--- src/rtl/esm_issue_scheduler.sv ---
// Issue-selection stage after the ESM dependency core: tracks entry lifecycle
// (FREE/WAITING/ISSUED) and issues one ready entry per cycle, round-robin.
module esm_issue_scheduler #(
    parameter int bs = 16
) (
    input  logic                   clk,
    input  logic                   rst,
    input  logic                   flush,
    input  logic                   alloc_valid,
    input  logic [$clog2(bs)-1:0]  alloc_index,
    input  logic [0:bs-1]          independent_instr,
    output logic                   issue_valid,
    output logic [$clog2(bs)-1:0]  issue_index,
    input  logic                   issue_ready,
    input  logic                   complete_valid,
    input  logic [$clog2(bs)-1:0]  complete_index,
    output logic [$clog2(bs):0]    occupancy,
    output logic                   full,
    output logic                   empty,
    output logic                   err
);
    localparam int IW = $clog2(bs);

    typedef enum logic [1:0] {FREE = 2'd0, WAITING = 2'd1, ISSUED = 2'd2} ent_t;

    ent_t          r_state [bs];
    ent_t          w_state_nxt [bs];
    logic          r_issue_valid;
    logic [IW-1:0] r_issue_index;
    logic [IW-1:0] r_rr_ptr;
    logic [IW:0]   r_occ;
    logic [IW:0]   w_occ_nxt;
    logic          r_err;
    logic          w_err_evt;
    logic          w_hs;
    logic [bs-1:0] w_cand;
    logic          w_found;
    logic [IW-1:0] w_pick;
    logic [IW-1:0] w_idx;

    assign w_hs = r_issue_valid && issue_ready;

    // The entry already sitting in the issue register is never re-picked:
    // either it is stalled there, or it is leaving via the handshake.
    always_comb begin
        w_cand = '0;
        for (int i = 0; i < bs; i++) begin
            w_cand[i] = (r_state[i] == WAITING) && independent_instr[i] &&
                        !(r_issue_valid && (r_issue_index == IW'(i)));
        end
    end

    always_comb begin
        w_found = 1'b0;
        w_pick  = '0;
        w_idx   = '0;
        for (int k = 0; k < bs; k++) begin
            w_idx = r_rr_ptr + IW'(k);
            if (!w_found && w_cand[w_idx]) begin
                w_found = 1'b1;
                w_pick  = w_idx;
            end
        end
    end

    // Alloc and complete are both judged against the pre-edge state, so an
    // alloc to an entry completing in the same cycle is still a violation.
    always_comb begin
        w_err_evt   = 1'b0;
        w_state_nxt = r_state;
        if (w_hs)
            w_state_nxt[r_issue_index] = ISSUED;
        if (alloc_valid) begin
            if (r_state[alloc_index] == FREE) w_state_nxt[alloc_index] = WAITING;
            else                              w_err_evt = 1'b1;
        end
        if (complete_valid) begin
            if (r_state[complete_index] == ISSUED) w_state_nxt[complete_index] = FREE;
            else                                   w_err_evt = 1'b1;
        end
        w_occ_nxt = '0;
        for (int i = 0; i < bs; i++) begin
            if (w_state_nxt[i] != FREE) w_occ_nxt = w_occ_nxt + (IW+1)'(1);
        end
    end

    always_ff @(posedge clk or posedge rst) begin
        if (rst) begin
            for (int i = 0; i < bs; i++) r_state[i] <= FREE;
            r_issue_valid <= 1'b0;
            r_issue_index <= '0;
            r_rr_ptr      <= '0;
            r_occ         <= '0;
            r_err         <= 1'b0;
        end else if (flush) begin
            for (int i = 0; i < bs; i++) r_state[i] <= FREE;
            r_issue_valid <= 1'b0;
            r_rr_ptr      <= '0;
            r_occ         <= '0;
            r_err         <= 1'b0;
        end else begin
            r_state <= w_state_nxt;
            r_occ   <= w_occ_nxt;
            if (w_err_evt) r_err <= 1'b1;
            if (!r_issue_valid || issue_ready) begin
                r_issue_valid <= w_found;
                if (w_found) r_issue_index <= w_pick;
            end
            if (w_hs) r_rr_ptr <= r_issue_index + IW'(1);
        end
    end

    assign issue_valid = r_issue_valid;
    assign issue_index = r_issue_index;
    assign occupancy   = r_occ;
    assign full        = (r_occ == (IW+1)'(bs));
    assign empty       = (r_occ == '0);
    assign err         = r_err;

endmodule

--- config.mk ---
export PLATFORM = sky130hd
export DESIGN_NAME = esm_issue_scheduler
export DESIGN_NICKNAME = d
export VERILOG_FILES = /design/src/rtl/esm_issue_scheduler.sv
export SDC_FILE = /design/constraint.sdc
export NUM_CORES = 1
export LEC_CHECK = 0
export CAP_MARGIN = 0
export CORE_ASPECT_RATIO = 0.8
export CORE_MARGIN = 4
export CORE_UTILIZATION = 35
export DETAILED_ROUTE_END_ITERATION = 7
export DONT_BUFFER_PORTS = 1
export GPL_ROUTABILITY_DRIVEN = 1
export PLACE_DENSITY = 0.5
export SYNTH_ARGS = -nofsm -noshare
export SYNTH_HDL_FRONTEND = slang
export SYNTH_SLANG_ARGS = --single-unit
--- constraint.sdc ---
create_clock -name clk -period 14.4 [get_ports clk]
set_clock_uncertainty 0.2 [all_clocks]
set_input_delay 2.88 -clock clk [delete_from_list [all_inputs] [get_ports clk]]
set_output_delay 2.88 -clock clk [all_outputs]
set_load 0.05 [all_outputs]
==> impl_metrics.csv <==
group,metric,value,unit
run_status,status,"finished, final reports clean",
worst_setup_path,path_common_cell,"ha_1",
job,max_cap_viol_count,0,
synth,synth_edf_count,0,
worst_setup_path,crit_required,14.42,ns
floorplan,core,21680,µm²
worst_setup_path,crit_fanout,10,
sta,hold_viol_final,0,
synth,synth.area.mux_share,17.11,%
worst_setup_path,r2r_slack,4.87,ns
synth,synth_area_leaders,"dfrtp_1, mux4_2, ha_1",
finish,final_util,37.41,%
sta,report.final.slew_viol_count,0,
worst_setup_path,arrival,11.06,ns
synth,yosys.area_share.xor_xnor,11.00,%
detailed_routing,route.detailed.drc,0,
synth,syn_area_per_cell,8.493,µm²
worst_setup_path,max_stage_delay,0.50,ns
floorplan,rows,48,
detailed_routing,dr.pass1.iters,5,
synth,yosysSeqAreaShare,15.13,%
finish,drive_gt1_share,14.11,%
finish,layout_commonest_cell,"nand2_1",
worst_setup_path,start_kind,"input pin",
placement,hpwlAfterDp,20360,µm
detailed_routing,ant_nets,0,
grt,grt_max_degree,48,
pwr,power.density,118.5,nW/µm²
finish,design_area,8112,µm²
floorplan,io_pins,43,
detailed_routing,drt-vias-per-instance,6.271,
pwr,p_leak,3.013,nW
synth,synthSimpleGateAreaFrac,24.96,%
grt,grt_overflow,0,
clocking,tritoncts,"yes",
worst_setup_path,crit_type,"input pin to flop",
floorplan,fp.dieW,174.6,µm
clocking,cts_buffers,5,
clocking,postCtsHoldBufs,0,
sta,relSlewSlack,23.60,%
synth,synth-compound-area-share,22.38,%
sta,min_period,11.03,ns
clocking,cts_sinks,47,
sta,max_freq,90.63,MHz
clocking,ctsHtreeMaxLevel,2,
synth,synth_flop_cell,"dfrtp_1",
synth,synth_top_area_share,15.13,%
synth,synth-seq-cells,47,
finish,mostFrequentLayoutCells,"nand2_1, nor2_1, a21oi_1, dfrtp_1, mux4_2",
detailed_routing,dr_total_vias,7394,
clocking,insertion_delay,0.30,ns
worst_setup_path,slowest_stage,"nor4_1",
floorplan,die-area,24670,µm²
finish,antennaDiodeCount,0,
synth,ys_async_sr_fraction,100.0,%
floorplan,die_h,141.3,µm
placement,port_buffers,0,
synth,synth_top_family_by_area,"simple AND/OR/NAND/NOR gates",
pwr,ir_drop,83.65,µV
finish,area_growth,4.379,%
placement,placed_cells,1171,
synth,synth_nets,971,
synth,synth_cell_type_count,105,
sta,post-route-period-util,76.63,%
worst_hold_path,hp-class,"flop to flop",
synth,syn_area,7771,µm²
synth,yosysTopAreaCell,"dfrtp_1",
finish,final_nets,934,
clocking,cts_resized,0,
sta,setup_tns,0,ns
detailed_routing,wl_per_cell,22.24,µm
sta,setup_violations,0,
worst_setup_path,endpoint_kind,"flop",
detailed_routing,routed_wl,26230,µm
floorplan,initial_core_util,35.84,%
sta,worst_pin_slew,1.138,ns
finish,fin_cells,1179,
synth,synthAdderAreaFrac,4.315,%
placement,place_ws,3.122,ns
grt,grt_util_all_layers,20.95,%
clocking,clkTransAtPathRegs,0.08,ns
sta,timing.final.ws_setup,3.366,ns
placement,placed_area,7964,µm²
clocking,root_buffer,"clkbuf_16",
detailed_routing,drt_iter0_drc,825,
grt,grt_pass1_vias,6856,
grt,antenna_found_initial,0,
placement,gp_congestion,0.9037,
clocking,clockBufferDepth,2,
synth,synth_warnings,0,
sta,rsz0062_at_grt,"no",
grt,grt_pass1_wl,41440,µm
synth,syn_inst,915,
clocking,postCtsSetupBuffers,0,
[Yosys cell counts, drive strengths merged, types with 22 or more instances]
master and n:
nand2 87, mux2i 26, inv 39, xor2 22, a21oi 53, ha 26
buf 32, o21ai 43, xnor2 41, nand3 23, mux4 38, nor2 84
nor3 27, dfrtp 47
[final timing paths]
check / end / cells past startpoint / from
setup / recovery: occupancy[4] / 38 / alloc_index[2]
hold / removal: r_state[0] / 2 / r_state[0]
setup reg to reg: occupancy[4] / 38 / issue_index[0]
hold reg to reg: r_state[0] / 2 / r_state[0]
max in group asynchronous: r_state[22] / 1 / rst
min in group asynchronous: occupancy[4] / 1 / rst
[worst max-delay path, delay by kind of cell]
| family | cells | cell delay (ns) |
|---|---|---|
| AOI/OAI and AO/OA | 12 | 2.58 |
| xor gates and xnor gates | 6 | 1.27 |
| adders and majority gates | 6 | 1.94 |
| buffers and inverters | 1 | 0.08 |
| muxes | 2 | 0.30 |
| and+or+nand+nor | 11 | 2.04 |
[through the flow]
step                      hold WS (ns)  power [mW]
after floorplan                 0.3622      0.7058
after global placement          0.4538      0.8322
after detailed placement        0.4382      0.8257
after CTS                       0.4593      0.9548
after global routing            0.5122       1.038
final                           0.4727      0.9615
[flip-flops by register name (all words and copies together) (netlist names)]
name,count
r_state,32
err,1
r_rr_ptr,4
issue_index,4
occupancy,5
issue_valid,1
[cell type report]
cell class / count / area, µm²
fillers: 2252 / 13570
clock inverters: 3 / 22.52
multi-input cells: 775 / 6198
well taps: 300 / 375.4
clock buffers: 5 / 125.1
flip-flops and latches: 47 / 1176
inverters: 41 / 153.9
repair buffers: 8 / 60.06
[report_power, final]
group | internal, mW | leakage [nW] | switching [mW]
clock | 0.0657 | 0.0746 | 0.0619
combinational | 0.252 | 2.29 | 0.395
sequential | 0.144 | 0.644 | 0.0431
total | 0.462 | 3.01 | 0.500
[cell families (layout without fill, tap and decap cells)]
logic type | after synthesis | in the layout
xor gates and xnor gates | 72 | 72
adders and majority gates | 27 | 27
AOI/OAI and AO/OA | 237 | 237
buffers and inverters | 93 | 57
and+or+nand+nor | 356 | 356
muxes | 83 | 83
DFF | 47 | 47
[layer usage]
metal / GRT usage, % / share of wire [%] / vias up
li1: - / - / 3423
met1: 33.35 / 50 / 3619
met2: 30.26 / 41 / 332
met3: 4.156 / 8.9 / 20
met4: 1.818 / 0.65 / 0
met5: 0 / 0 / -
No activity file was read; power rests on OpenSTA's default activity.
